[config.mk]
export PLATFORM = sky130hd
export DESIGN_NAME = iq_dequant_flat
export DESIGN_NICKNAME = d
export VERILOG_FILES = /design/src/rtl/iq_dequant_if.sv /design/src/rtl/iq_dequant.sv /design/src/flat_wrapper.sv
export SDC_FILE = /design/constraint.sdc
export NUM_CORES = 1
export LEC_CHECK = 0
export BUFFER_PORTS_ARGS = -buffer_cell sky130_fd_sc_hd__buf_4
export CELL_PAD_IN_SITES_DETAIL_PLACEMENT = 1
export CELL_PAD_IN_SITES_GLOBAL_PLACEMENT = 2
export CORE_ASPECT_RATIO = 0.75
export CORE_MARGIN = 3
export CORE_UTILIZATION = 35
export DETAILED_ROUTE_END_ITERATION = 10
export PLACE_DENSITY = 0.9
export SYNTH_ARGS = -nofsm -noshare
export SYNTH_HDL_FRONTEND = slang
export SYNTH_SLANG_ARGS = --single-unit
[constraint.sdc]
create_clock -name clk -period 6.1 [get_ports clk]
set_input_delay 0.61 -clock clk [delete_from_list [all_inputs] [get_ports clk]]
set_output_delay 0.61 -clock clk [all_outputs]
set_load 0.01 [all_outputs]
[src/rtl/iq_dequant_if.sv]
// Coefficient stream bundle for iq_dequant: block control, input stream and
// dequantized output stream. The slave modport is the dequantizer's view;
// the master modport is the producer/consumer environment around it.
interface iq_dequant_if #(
    parameter int unsigned IN_W  = 12,
    parameter int unsigned OUT_W = 12
);
    logic                    start;
    logic                    busy;
    logic                    in_valid;
    logic signed [IN_W-1:0]  in_coef;
    logic                    out_valid;
    logic signed [OUT_W-1:0] out_coef;
    logic [5:0]              out_idx;
    logic                    blk_done;

    modport master (
        output start, in_valid, in_coef,
        input  busy, out_valid, out_coef, out_idx, blk_done
    );

    modport slave (
        input  start, in_valid, in_coef,
        output busy, out_valid, out_coef, out_idx, blk_done
    );
endinterface

[src/rtl/iq_dequant.sv]
// iq_dequant: inverse quantization of a 64-coefficient block. Each accepted
// coefficient is paired with its factor from the registered romq table and
// multiplied; the result leaves two cycles after the accept, tagged with its
// index. Define IQ_SAT_EN to saturate the product to OUT_W bits instead of
// keeping the low OUT_W bits (two's-complement wrap).
module iq_dequant #(
    parameter int unsigned IN_W  = 12,
    parameter int unsigned Q_W   = 8,
    parameter int unsigned OUT_W = 12
) (
    input  logic           clk,
    input  logic           rst,
    iq_dequant_if.slave    bus,
    output logic [5:0]     rom_a,
    input  logic [Q_W-1:0] rom_d
);
    localparam int unsigned IDX_W  = 6;
    localparam int unsigned PROD_W = IN_W + Q_W + 1;
    localparam logic [IDX_W-1:0] LAST_IDX = '1;

    typedef enum logic {
        IDLE = 1'b0,
        RUN  = 1'b1
    } state_t;

    state_t                   state;
    state_t                   state_nxt;
    logic [IDX_W-1:0]         idx;
    logic [IDX_W-1:0]         idx_nxt;
    logic                     accept_c;

    logic                     s1_valid;
    logic signed [IN_W-1:0]   s1_coef;
    logic [IDX_W-1:0]         s1_idx;

    logic signed [PROD_W-1:0] prod_c;
    logic signed [OUT_W-1:0]  red_c;

    // Block sequencing: start opens a block, the accept of index 63 closes it
    always_comb begin
        state_nxt = state;
        idx_nxt   = idx;
        accept_c  = 1'b0;
        case (state)
            IDLE: begin
                if (bus.start) begin
                    state_nxt = RUN;
                    idx_nxt   = '0;
                end
            end
            RUN: begin
                if (bus.in_valid) begin
                    accept_c = 1'b1;
                    idx_nxt  = idx + IDX_W'(1);
                    if (idx == LAST_IDX) begin
                        state_nxt = IDLE;
                    end
                end
            end
            default: begin
                state_nxt = IDLE;
                idx_nxt   = '0;
            end
        endcase
    end

    // FSM state and index counter
    always_ff @(posedge clk) begin
        if (rst) begin
            state <= IDLE;
            idx   <= '0;
        end else begin
            state <= state_nxt;
            idx   <= idx_nxt;
        end
    end

    // romq is addressed by the live counter; its registered output lines up with stage 1
    assign rom_a    = idx;
    assign bus.busy = (state == RUN);

    // Stage 1: hold the accepted coefficient and its index while romq reads
    always_ff @(posedge clk) begin
        if (rst) begin
            s1_valid <= 1'b0;
            s1_coef  <= '0;
            s1_idx   <= '0;
        end else begin
            s1_valid <= accept_c;
            if (accept_c) begin
                s1_coef <= bus.in_coef;
                s1_idx  <= idx;
            end
        end
    end

    // Signed coefficient times zero-extended factor, full precision
    always_comb begin
        prod_c = PROD_W'(s1_coef) * PROD_W'($signed({1'b0, rom_d}));
    end

`ifdef IQ_SAT_EN
    // Clamp to the OUT_W signed range when the upper product bits are not a sign extension
    always_comb begin
        red_c = prod_c[OUT_W-1:0];
        if ((|prod_c[PROD_W-1:OUT_W-1]) && !(&prod_c[PROD_W-1:OUT_W-1])) begin
            red_c = prod_c[PROD_W-1] ? {1'b1, {(OUT_W-1){1'b0}}}
                                     : {1'b0, {(OUT_W-1){1'b1}}};
        end
    end
`else
    // Keep the low OUT_W bits of the product
    always_comb begin
        red_c = prod_c[OUT_W-1:0];
    end
`endif

    // Stage 2: registered result, index tag and strobes
    always_ff @(posedge clk) begin
        if (rst) begin
            bus.out_valid <= 1'b0;
            bus.out_coef  <= '0;
            bus.out_idx   <= '0;
            bus.blk_done  <= 1'b0;
        end else begin
            bus.out_valid <= s1_valid;
            bus.blk_done  <= s1_valid && (s1_idx == LAST_IDX);
            if (s1_valid) begin
                bus.out_coef <= red_c;
                bus.out_idx  <= s1_idx;
            end
        end
    end
endmodule

[src/flat_wrapper.sv]
// flat-port wrapper written by rule: the top's interface ports become plain ports
module iq_dequant_flat 
#(
    parameter int unsigned IN_W  = 12,
    parameter int unsigned Q_W   = 8,
    parameter int unsigned OUT_W = 12
)
  (clk, rst, rom_a, rom_d, bus_start, bus_in_valid, bus_in_coef, bus_busy, bus_out_valid, bus_out_coef, bus_out_idx, bus_blk_done);
  iq_dequant_if #(.IN_W(IN_W), .OUT_W(OUT_W)) bus_i ();
  input  logic clk;
  input  logic rst;
  output logic [5:0] rom_a;
  input  logic [Q_W-1:0] rom_d;
  input wire logic [$bits(bus_i.start)-1:0] bus_start;
  input wire logic [$bits(bus_i.in_valid)-1:0] bus_in_valid;
  input wire logic [$bits(bus_i.in_coef)-1:0] bus_in_coef;
  output wire logic [$bits(bus_i.busy)-1:0] bus_busy;
  output wire logic [$bits(bus_i.out_valid)-1:0] bus_out_valid;
  output wire logic [$bits(bus_i.out_coef)-1:0] bus_out_coef;
  output wire logic [$bits(bus_i.out_idx)-1:0] bus_out_idx;
  output wire logic [$bits(bus_i.blk_done)-1:0] bus_blk_done;
  assign bus_i.start = bus_start;
  assign bus_i.in_valid = bus_in_valid;
  assign bus_i.in_coef = bus_in_coef;
  assign bus_busy = bus_i.busy;
  assign bus_out_valid = bus_i.out_valid;
  assign bus_out_coef = bus_i.out_coef;
  assign bus_out_idx = bus_i.out_idx;
  assign bus_blk_done = bus_i.blk_done;
  iq_dequant #(.IN_W(IN_W), .Q_W(Q_W), .OUT_W(OUT_W)) u_core (.clk(clk), .rst(rst), .bus(bus_i), .rom_a(rom_a), .rom_d(rom_d));
endmodule
==> results.ini <==
[yosys]
synth_most_common_cell=nand2_1
ys.warnings.count=0
syn-instance-count=407
postSynthNetCount=491
synth.lib_cells_used.distinct=41
yosys-top-cells-count=nand2_1 (76), inv_1 (56), dfxtp_1 (46)
seq_area_frac_synth=0.260
synthDominantCellAreaShare=0.260
syn_avg_cell_area_um2=8.70
yosys-top-cells-area=dfxtp_1 (26%), fa_1 (20%), ha_1 (8.5%)
netlist_area_um2=3540
synth_top_area_cell=dfxtp_1
flip_flop_cell_with_the_highest_count_after_synthesis=dfxtp_1
synth_enable_flop_cells=0
postSynthRegisterBits=46
async_set_or_reset_register_ratio_after_synthesis=0

[power_and_ir_drop]
power_density_nw_per_um2=193
p_sw_frac=0.246
design_power_total_w=0.000811
internal_power_w=0.000612
share_seq_of_total_power=0.393
vdd_ir_drop_max_mv=0.112
p_leak_nw=1.89
comb_power_share=0.165
share_clk_of_total_power=0.442
power_switching_w=0.000200

[cts]
clock_path_buffers=2
htree_levels=2
cts.hold.buffers_added=0
clock_latency_ns=0.29
cts.reportedPaths.clkPinSlew_ns=0.06
post-cts-setup-buffer-count=0
tritoncts_clock_tree=done
cts_made_buffers=5
cts-root-buf=clkbuf_16
clock_sinks=46
cts_resized=0

[flow_run]
cap_viol_max_count=0

[sta]
number_of_failing_hold_endpoints_at_the_final_stage=0
setup_viol=0
tightestPinTransition_ns=1.13
total_neg_setup_slack_ns=0
max_freq_mhz=230
timing.clock.skew_ns=0.00561
maxSlewViolCount=0
slew_headroom=0.245
final_min_period_over_clock_period=0.713
min_period_ns=4.35
grt_setup_unrepaired=false

[setup_path]
worstPathCellList=nand2_1 -> fa_1 -> inv_1 -> fa_1 -> inv_1 -> fa_1 -> fa_1 -> inv_1 -> ha_1 -> o21ai_0 -> o21ai_1 -> or3_1 -> a31oi_4 -> xnor2_1 -> a211oi_2
crit_family=adder cells
cpPeakStageDelay_ns=0.56
worstSetupStartpointType=flop
critical_path.endpoint_type=flop
required_ns=6.22
timing.critical_path.fanout_max=8
critical-path-slowest-cell=fa_1
cp.arrival_ns=4.47
worst_path_bufs_invs=3
timing.reg2reg.setup_slack_ns=1.75
crit_type=reg2reg
crit_top_cell=fa_1

[die]
floorplan.initialDensity=0.362
placement_rows=31
die_height_um=93.1
floorplan.die.width_um=122
design.core.area_um2=9770
fp.dieArea_um2=11400
boundaryPins=51

[layout]
insertedDiodeCount=0
layoutNonFillerInstCount=579
nets=530
area.growth.synth_to_final_pct=18.6
drive_above_1_share=0.150

[routing]
route.final.wire_length_um=8750
drt-pass1-iter-count=4
antenna_left=0
routed_via_density=4.72
drcViolationCount=0
initialDrtViolationCount=69
vias=2733
wl_per_cell_um=15.1

[global_route]
grt_first_pass_wirelength_um=14600
grt_pass1_vias=2923
grt_start_max_net_pins=48
gr-total-overflow=0
grt_antenna_before_repair=0
globalRouteTotalUtil=0.162

[placed_design]
dp_cells=571
dp_hpwl_um=6940
gp_congestion=0.770
port-buffer-count=50

[min_path]
hp-class=reg2reg

[run_status]
status=complete, no violations

flip-flops by register name (all words and copies together), names as in the netlist:
name	flops
u_core.bus.out_coef	12
u_core.s1_coef	12
u_core.bus.out_idx	6
u_core.rom_a	6
u_core.s1_idx	6
u_core.bus.blk_done	1
u_core.bus.busy	1
u_core.bus.out_valid	1
u_core.s1_valid	1
layout make-up:
cell class	count	area [um^2]
well taps	132	165
clock inverters	2	60.1
multi-input cells	287	2330
repair buffers	50	375
clock buffers	6	139
flip-flops and latches	46	921
inverters	56	210
fillers	1162	5580
per-stage QoR:
step	util	hold slack (ns)	worst slack, ns	instance area (um^2)
2_1_floorplan	-	0.437	1.67	3540
3_3_place_gp	0.409	0.461	1.62	4000
3_5_place_dp	0.409	0.470	1.52	4000
4_1_cts	0.429	0.479	1.68	4200
5_1_grt	0.429	0.508	1.49	4200
6_report	0.429	0.476	1.75	4200
kinds of logic (layout without fill, tap and decap cells):
logic type                 Yosys count  count (layout)  synth area share
AOI/OAI and AO/OA                   45              45            0.0816
buffers and inverters               74             114            0.0827
adders and majority gates           60              60             0.288
muxes                               14              14            0.0396
DFF                                 46              46             0.260
xor gates and xnor gates            17              17            0.0502
and+or+nand+nor                    151             151             0.198
final timing paths:
| path | depth (start not counted) | endpoint | start |
|---|---|---|---|
| max reg2reg | 15 | u_core.bus.out_coef[11] | u_core.s1_coef[5] |
| min reg2reg | 2 | u_core.s1_coef[10] | u_core.s1_coef[10] |
| min | 2 | u_core.s1_coef[10] | u_core.s1_coef[10] |
| max | 15 | u_core.bus.out_coef[11] | u_core.s1_coef[5] |
tightest hold or removal path, delay by kind of cell (launching register included):
family / cells / cell delay, ns
DFF: 1 / 0.32
AOI/OAI and AO/OA: 1 / 0.05
and+or+nand+nor: 1 / 0.06
layer usage:
metal / global-route usage / vias up / routed length (um) / part of all wire
met3: 0.0326 / 4 / 232 / 0.027
met5: 0 / - / 0 / 0
met2: 0.279 / 32 / 4220 / 0.48
li1: - / 1348 / - / -
met4: 0.0252 / 0 / 37 / 0.0042
met1: 0.214 / 1349 / 4250 / 0.49
cells in the final DEF, fill, tap and decap left out, types with 2 or more instances in the layout:
cell       netlist  final
nand2_1         76     76
inv_1           56     56
buf_4            2     50
dfxtp_1         46     46
fa_1            36     36
and2_1          29     29
nor2_1          27     27
ha_1            24     24
a21oi_1         23     23
mux2i_1         14     14
xnor2_1         11     11
o21ai_0          7      7
clkbuf_16        0      5
nand3_1          3      3
a311oi_1         3      3
xor2_1           3      3
a22oi_1          2      2
a211oi_1         2      2
and4_1           2      2
nor2b_1          2      2
nand2b_1         2      2
a211oi_2         2      2
xnor2_2          2      2
nor3b_1          2      2
bufinv_16        0      2
power by group through the flow:
stage                     clock network (W)  registers [W]  logic [W]
after floorplan                           0       0.000320  0.0000931
after global placement                    0       0.000326   0.000130
after detailed placement                  0       0.000326   0.000137
after CTS                          0.000366       0.000319   0.000138
after global routing               0.000382       0.000321   0.000153
final                              0.000358       0.000319   0.000134
No activity file was read; power rests on OpenSTA's default activity.
